$ cat src/rtl/instr_fetch_queue.sv
// Fetch stage: owns the fetch PC, reads a word from combinational imem each cycle
// and buffers {pc, instr} pairs in a small FIFO that decode drains via valid/ready.
module instr_fetch_queue #(
  parameter int          DEPTH    = 4,
  parameter logic [31:0] RESET_PC = 32'h0000_0000
) (
  input  logic        clk,
  input  logic        reset,
  output logic [31:0] imem_addr,
  input  logic [31:0] imem_rdata,
  input  logic        redirect,
  input  logic [31:0] redirect_pc,
  output logic        out_valid,
  output logic [31:0] out_instr,
  output logic [31:0] out_pc,
  input  logic        out_ready,
  output logic        full
);

  localparam int AW = $clog2(DEPTH);
  localparam int CW = AW + 1;
  localparam logic [31:0] NOP = 32'h0000_0013;

  logic [31:0] fpc_q, fpc_d;
  logic [AW-1:0] rdPtr_q, rdPtr_d;
  logic [AW-1:0] wrPtr_q, wrPtr_d;
  logic [CW-1:0] count_q, count_d;
  logic [31:0] pcMem_q [DEPTH];
  logic [31:0] instrMem_q [DEPTH];

  logic push;
  logic pop;

  assign imem_addr = fpc_q;
  assign out_valid = (count_q != '0);
  assign full      = (count_q == CW'(DEPTH));
  assign out_instr = out_valid ? instrMem_q[rdPtr_q] : NOP;
  assign out_pc    = out_valid ? pcMem_q[rdPtr_q] : 32'h0;

  // A full queue may still accept a word when the head leaves in the same cycle.
  assign pop  = out_valid & out_ready;
  assign push = !redirect & (!full | pop);

  always_comb begin
    fpc_d   = fpc_q;
    rdPtr_d = rdPtr_q;
    wrPtr_d = wrPtr_q;
    count_d = count_q;
    if (redirect) begin
      fpc_d   = redirect_pc & 32'hFFFF_FFFC;
      rdPtr_d = '0;
      wrPtr_d = '0;
      count_d = '0;
    end else begin
      if (push) begin
        wrPtr_d = wrPtr_q + AW'(1);
        fpc_d   = fpc_q + 32'd4;
      end
      if (pop) begin
        rdPtr_d = rdPtr_q + AW'(1);
      end
      if (push && !pop) begin
        count_d = count_q + CW'(1);
      end else if (pop && !push) begin
        count_d = count_q - CW'(1);
      end
    end
  end

  always_ff @(posedge clk) begin
    if (reset) begin
      fpc_q   <= RESET_PC;
      rdPtr_q <= '0;
      wrPtr_q <= '0;
      count_q <= '0;
    end else begin
      fpc_q   <= fpc_d;
      rdPtr_q <= rdPtr_d;
      wrPtr_q <= wrPtr_d;
      count_q <= count_d;
    end
  end

  // Storage needs no reset; occupancy alone decides which entries are meaningful.
  always_ff @(posedge clk) begin
    if (push && !reset) begin
      pcMem_q[wrPtr_q]    <= fpc_q;
      instrMem_q[wrPtr_q] <= imem_rdata;
    end
  end

endmodule
$ cat config.mk
export PLATFORM = sky130hd
export DESIGN_NAME = instr_fetch_queue
export DESIGN_NICKNAME = d
export VERILOG_FILES = /design/src/rtl/instr_fetch_queue.sv
export SDC_FILE = /design/constraint.sdc
export NUM_CORES = 1
export LEC_CHECK = 0
export ABC_AREA = 1
export CORE_UTILIZATION = 59
export DETAILED_ROUTE_END_ITERATION = 10
export PLACE_DENSITY = 0.9
export REMOVE_ABC_BUFFERS = 1
export SYNTH_ARGS = -nofsm -noshare
export SYNTH_HDL_FRONTEND = slang
export SYNTH_SLANG_ARGS = --single-unit
$ cat constraint.sdc
create_clock -name clk -period 10.05 [get_ports clk]
set_input_delay 2.01 -clock clk [delete_from_list [all_inputs] [get_ports clk]]
set_output_delay 2.01 -clock clk [all_outputs]
set_load 0.005 [all_outputs]
## Word level (Yosys, flattened, before mapping)

Memory sizes are Yosys's and may differ from the RTL's. A register that Yosys moved wholly into a read port is not among the register bits.
Index checks and enable logic that the tools add are counted.

| operators by class | value |
|---|---|
| add/sub/neg operators | 5 |
| eq/ne operators | 1 |
| multiplexer cells | 12 |
| bitwise logic cells | 3 |
| reductions and logical operators | 12 |

Operators by type and width:

| operator | number |
|---|---|
| $mux 32 | 4 |
| $add 32x3->32 const B | 1 |
| $mux 2 | 4 |
| $mux 3 | 2 |
| $logic_not 1->1 | 5 |
| $add 2x1->2 const B | 2 |
| $reduce_bool 2->1 | 2 |
| $add 3x1->3 const B | 1 |
| $eq 3x3->1 const B | 1 |
| $logic_and 1x1->1 | 3 |
| $reduce_bool 3->1 | 1 |
| $sub 3x1->3 const B | 1 |
| $and 1x1->1 | 2 |
| $mux 1 | 2 |
| $reduce_or 2->1 | 1 |
| $or 1x1->1 | 1 |

| storage, ports and cells | value |
|---|---|
| register bits | 39 |
| RAM bits | 256 |
| output and inout bits | 98 |
| memories kept | 2 |

Memory list:

| memory | depth | width | rd ports | clocked after memory_dff | wr ports | RTL line | text |
|---|---|---|---|---|---|---|---|
| instrMem_q | 4 | 32 | 1 | 1 | 1 | 29 | `logic [31:0] instrMem_q [DEPTH];` |
| pcMem_q | 4 | 32 | 1 | 1 | 1 | 28 | `logic [31:0] pcMem_q [DEPTH];` |

## Longest topological paths before layout

| depth | value |
|---|---|
| depth after elaboration | 8 |
| depth in mapped cells | 13 |

## Least setup slack after synthesis

Ideal clock, no wire load.

| timing | value |
|---|---|
| path kind | input-to-reg |
| start point | in reset |
| end point | mem instrMem_q[0][0] (enable) |
| setup time | 0.482 ns |
| arrival | 5.158 ns |
| required time | 9.568 ns |
| path slack | 4.409 ns |
| stages | 4 |
| path buffers | 1 |
| cell sequence | clkbuf_1 > nor2_1 > nand2_1 > nor2_1 |

| on the way | value |
|---|---|
| word-level cells in the longest chain between the ends | 4 |

Ends and longest elaborated chain:

| element | RTL line | text |
|---|---|---|
| start, declared | 8 | `input logic reset,` |
| $logic_not 1->1 | 86 | `if (push && !reset) begin` |
| $logic_and 1x1->1 | 86 |  |
| $mux 1 | 86 |  |
| $mux 1 (implied by the code) | 88 | `instrMem_q[wrPtr_q] <= imem_rdata;` |
| end, declared | 29 |  |

Every way passes these cells.

==> flow_summary.json <==
{
  "overflow": 0,
  "max_stage_delay_ns": 0.73,
  "grt_max_degree": 97,
  "yosys.area.top_type": "edfxtp_1",
  "ff2ff_setup_slack_ns": 6.76,
  "p_leak_nw": 5.00,
  "clk_pin_slew_ns": 0.07,
  "ys_ff_latch": 287,
  "synth_top_area_share_pct": 61.8,
  "relSlewSlack_pct": 31.4,
  "slew_violations": 0,
  "cts_max_level": 1,
  "path_depth": 5,
  "dp_hpwl_um": 16800,
  "worst_pin_slew_ns": 1.03,
  "num_vias": 8826,
  "min_delay_path_depth": 1,
  "io_pins": 166,
  "syn-instance-count": 1109,
  "fmax_mhz": 188,
  "synth_area_leaders": "edfxtp_1 62%, nor2_1 9.0%, dfxtp_1 6.5%",
  "rsz0062_at_grt": "false",
  "finalPower_mw": 2.68,
  "crit_slowest_cell": "buf_4",
  "path_cells": "clkinv_2 > buf_4 > nor2_1 > o311ai_0 > clkdlybuf4s50_1",
  "cts_resized": 0,
  "critical_path_class": "reg -> out",
  "tns_ns": 0,
  "syn2layout_area_growth_pct": 22.2,
  "via_per_inst": 5.75,
  "ys_warn_count": 0,
  "ant_nets": 0,
  "antenna_found_initial": 0,
  "cp.arrival_ns": 3.31,
  "antenna_cells": 0,
  "netlist_area_um2": 12000,
  "gp_congestion": 0.903,
  "hp-class": "reg -> reg",
  "clock_skew_ns": 0.00922,
  "clock-sinks": 287,
  "hold_viol_final": 0,
  "powerDensity_nw_per_um2": 182,
  "cts-root-buf": "clkbuf_16",
  "fin_crit_ns": 5.32,
  "coreArea_um2": 19700,
  "synth_cell_types": 33,
  "path_buf_inv": 3,
  "cts_hold_buf": 0,
  "synth_area_per_cell_um2": 10.9,
  "setup_violations": 0,
  "peakVddDrop_mv": 0.108,
  "die_h_um": 145,
  "yosysSeqAreaShare_pct": 68.3,
  "die_width_um": 145,
  "crit_family": "buffers and inverters",
  "die-area_um2": 21000,
  "drt_first_iter_violations": 817,
  "fin_crit_sh_pct": 52.9,
  "fin_nets": 1326,
  "cap_violations": 0,
  "cts_buffer_depth": 3,
  "start_util_pct": 61.1,
  "status": "finished, final reports clean",
  "cts_buffers": 27,
  "wire_per_inst_um": 18.6,
  "post_cts_buffers": 0,
  "grt_pass1_wl_um": 43800,
  "grt.total_usage_pct": 27.6,
  "wl_um": 28600,
  "start_kind": "register",
  "io_buffer_count": 159,
  "rr_worst_depth": 13,
  "cts_tree": "built",
  "grt_pass1_vias": 8550,
  "drive_above_1_share_pct": 6.37,
  "end_kind": "output port",
  "drc": 0,
  "dr.pass1.iters": 6,
  "cp_max_fo": 96,
  "clock_latency_ns": 0.52,
  "worst_ep_required_time_ns": 8.04,
  "num_rows": 51
}
==> registers in the layout (all words and copies together) (netlist names), named ones only <==
| signal | cells |
|---|---|
| count_q | 3 |
| instrMem_q | 128 |
| imem_addr | 30 |
| pcMem_q | 120 |
| rdPtr_q | 2 |
| wrPtr_q | 2 |
==> cell usage after synthesis (all sizes together) <==
cell type and n:
fa 1, inv 40, xor2 9, dfxtp 39, buf 30, a22oi 19
o311ai 3, o21ai 139, ha 6, clkbuf 30, nand4 2, and2 2
a21oi 88, xnor2 4, a31oi 6, edfxtp 248, or2 1, nor3 3
nor2 299, nand3 23, nand2 116, conb 1
==> placed cells by master (no fill, tap or decap), types with 2 or more instances in the layout <==
cell type / count
a21oi_1: 86
a21oi_2: 2
a22oi_1: 19
a31oi_1: 6
and2_1: 2
buf_4: 11
bufinv_16: 4
clkbuf_1: 3
clkbuf_16: 29
clkdlybuf4s50_1: 159
clkinv_1: 2
clkinv_2: 10
conb_1: 4
dfxtp_1: 37
edfxtp_1: 248
ha_1: 6
inv_1: 36
inv_2: 3
nand2_1: 113
nand2_2: 2
nand3_1: 23
nand4_1: 2
nor2_1: 286
nor2_2: 4
nor2_4: 8
nor3_1: 2
o21ai_0: 137
o21ai_1: 2
o311ai_0: 3
xnor2_1: 4
xor2_1: 9
==> stage by stage <==
stage / instances / area [µm²] / worst slack (ns) / hold slack, ns / utilization (%)
3_5_place_dp: 1487 / 13800 / 4.75 / 0.451 / 70.0
4_1_cts: 1536 / 14700 / 4.73 / 0.476 / 74.7
2_1_floorplan: 1052 / 11800 / 3.94 / 0.422 / -
3_3_place_gp: 1487 / 13800 / 4.82 / 0.438 / 70.0
5_1_grt: 1536 / 14700 / 4.49 / 0.498 / 74.7
6_report: 1536 / 14700 / 4.73 / 0.480 / 74.7
==> power by group <==
group	switching, mW	total [mW]	internal, mW
clock network	0.429	1.06	0.627
registers	0.0310	1.36	1.33
logic	0.138	0.264	0.126
total	0.598	2.68	2.08
==> layout make-up <==
class,instances,area [µm²]
clock inverter,17,191
inverter,40,151
tap,265,332
sequential,287,8230
fill,1221,5000
timing repair buffer,170,1670
clock buffer,32,737
multi-input combinational,725,3400
==> worst reg2reg max path, stage by stage (launching register included) <==
cell	delay (ns)
dfxtp_1	0.39
nor2_1	0.13
nand2_1	0.22
inv_2	0.43
buf_4	0.55
nor2_1	0.24
inv_1	0.11
ha_1	0.14
inv_1	0.08
fa_1	0.41
o21ai_0	0.20
a21oi_1	0.08
o21ai_0	0.15
a21oi_1	0.06
==> metal layers <==
| metal | GRT usage (%) | share of wire, % | vias to the layer above |
|---|---|---|---|
| li1 | - | - | 4123 |
| met1 | 34.9 | 39 | 4204 |
| met2 | 48.2 | 51 | 426 |
| met3 | 4.64 | 8.1 | 73 |
| met4 | 9.53 | 2.8 | 0 |
| met5 | 0 | 0 | - |
==> worst paths after layout <==
check | startpoint | endpoint
max | register | out_instr[0]
min | count_q[2]$_SDFFE_PP0P_ | count_q[2]$_SDFFE_PP0P_
max reg2reg | count_q[0]$_SDFFE_PP0P_ | count_q[2]$_SDFFE_PP0P_
min reg2reg | count_q[2]$_SDFFE_PP0P_ | count_q[2]$_SDFFE_PP0P_
==> logic make-up after synthesis <==
group           Yosys count  share of synthesized area [%]
fa+ha+maj                 7                          0.790
buf+inv                 100                           3.76
flops                   287                           68.3
compound gates          255                           11.2
other cells               1                         0.0311
simple gates            446                           14.9
xor+xnor                 13                          0.945
No activity file was read; power rests on OpenSTA's default activity.
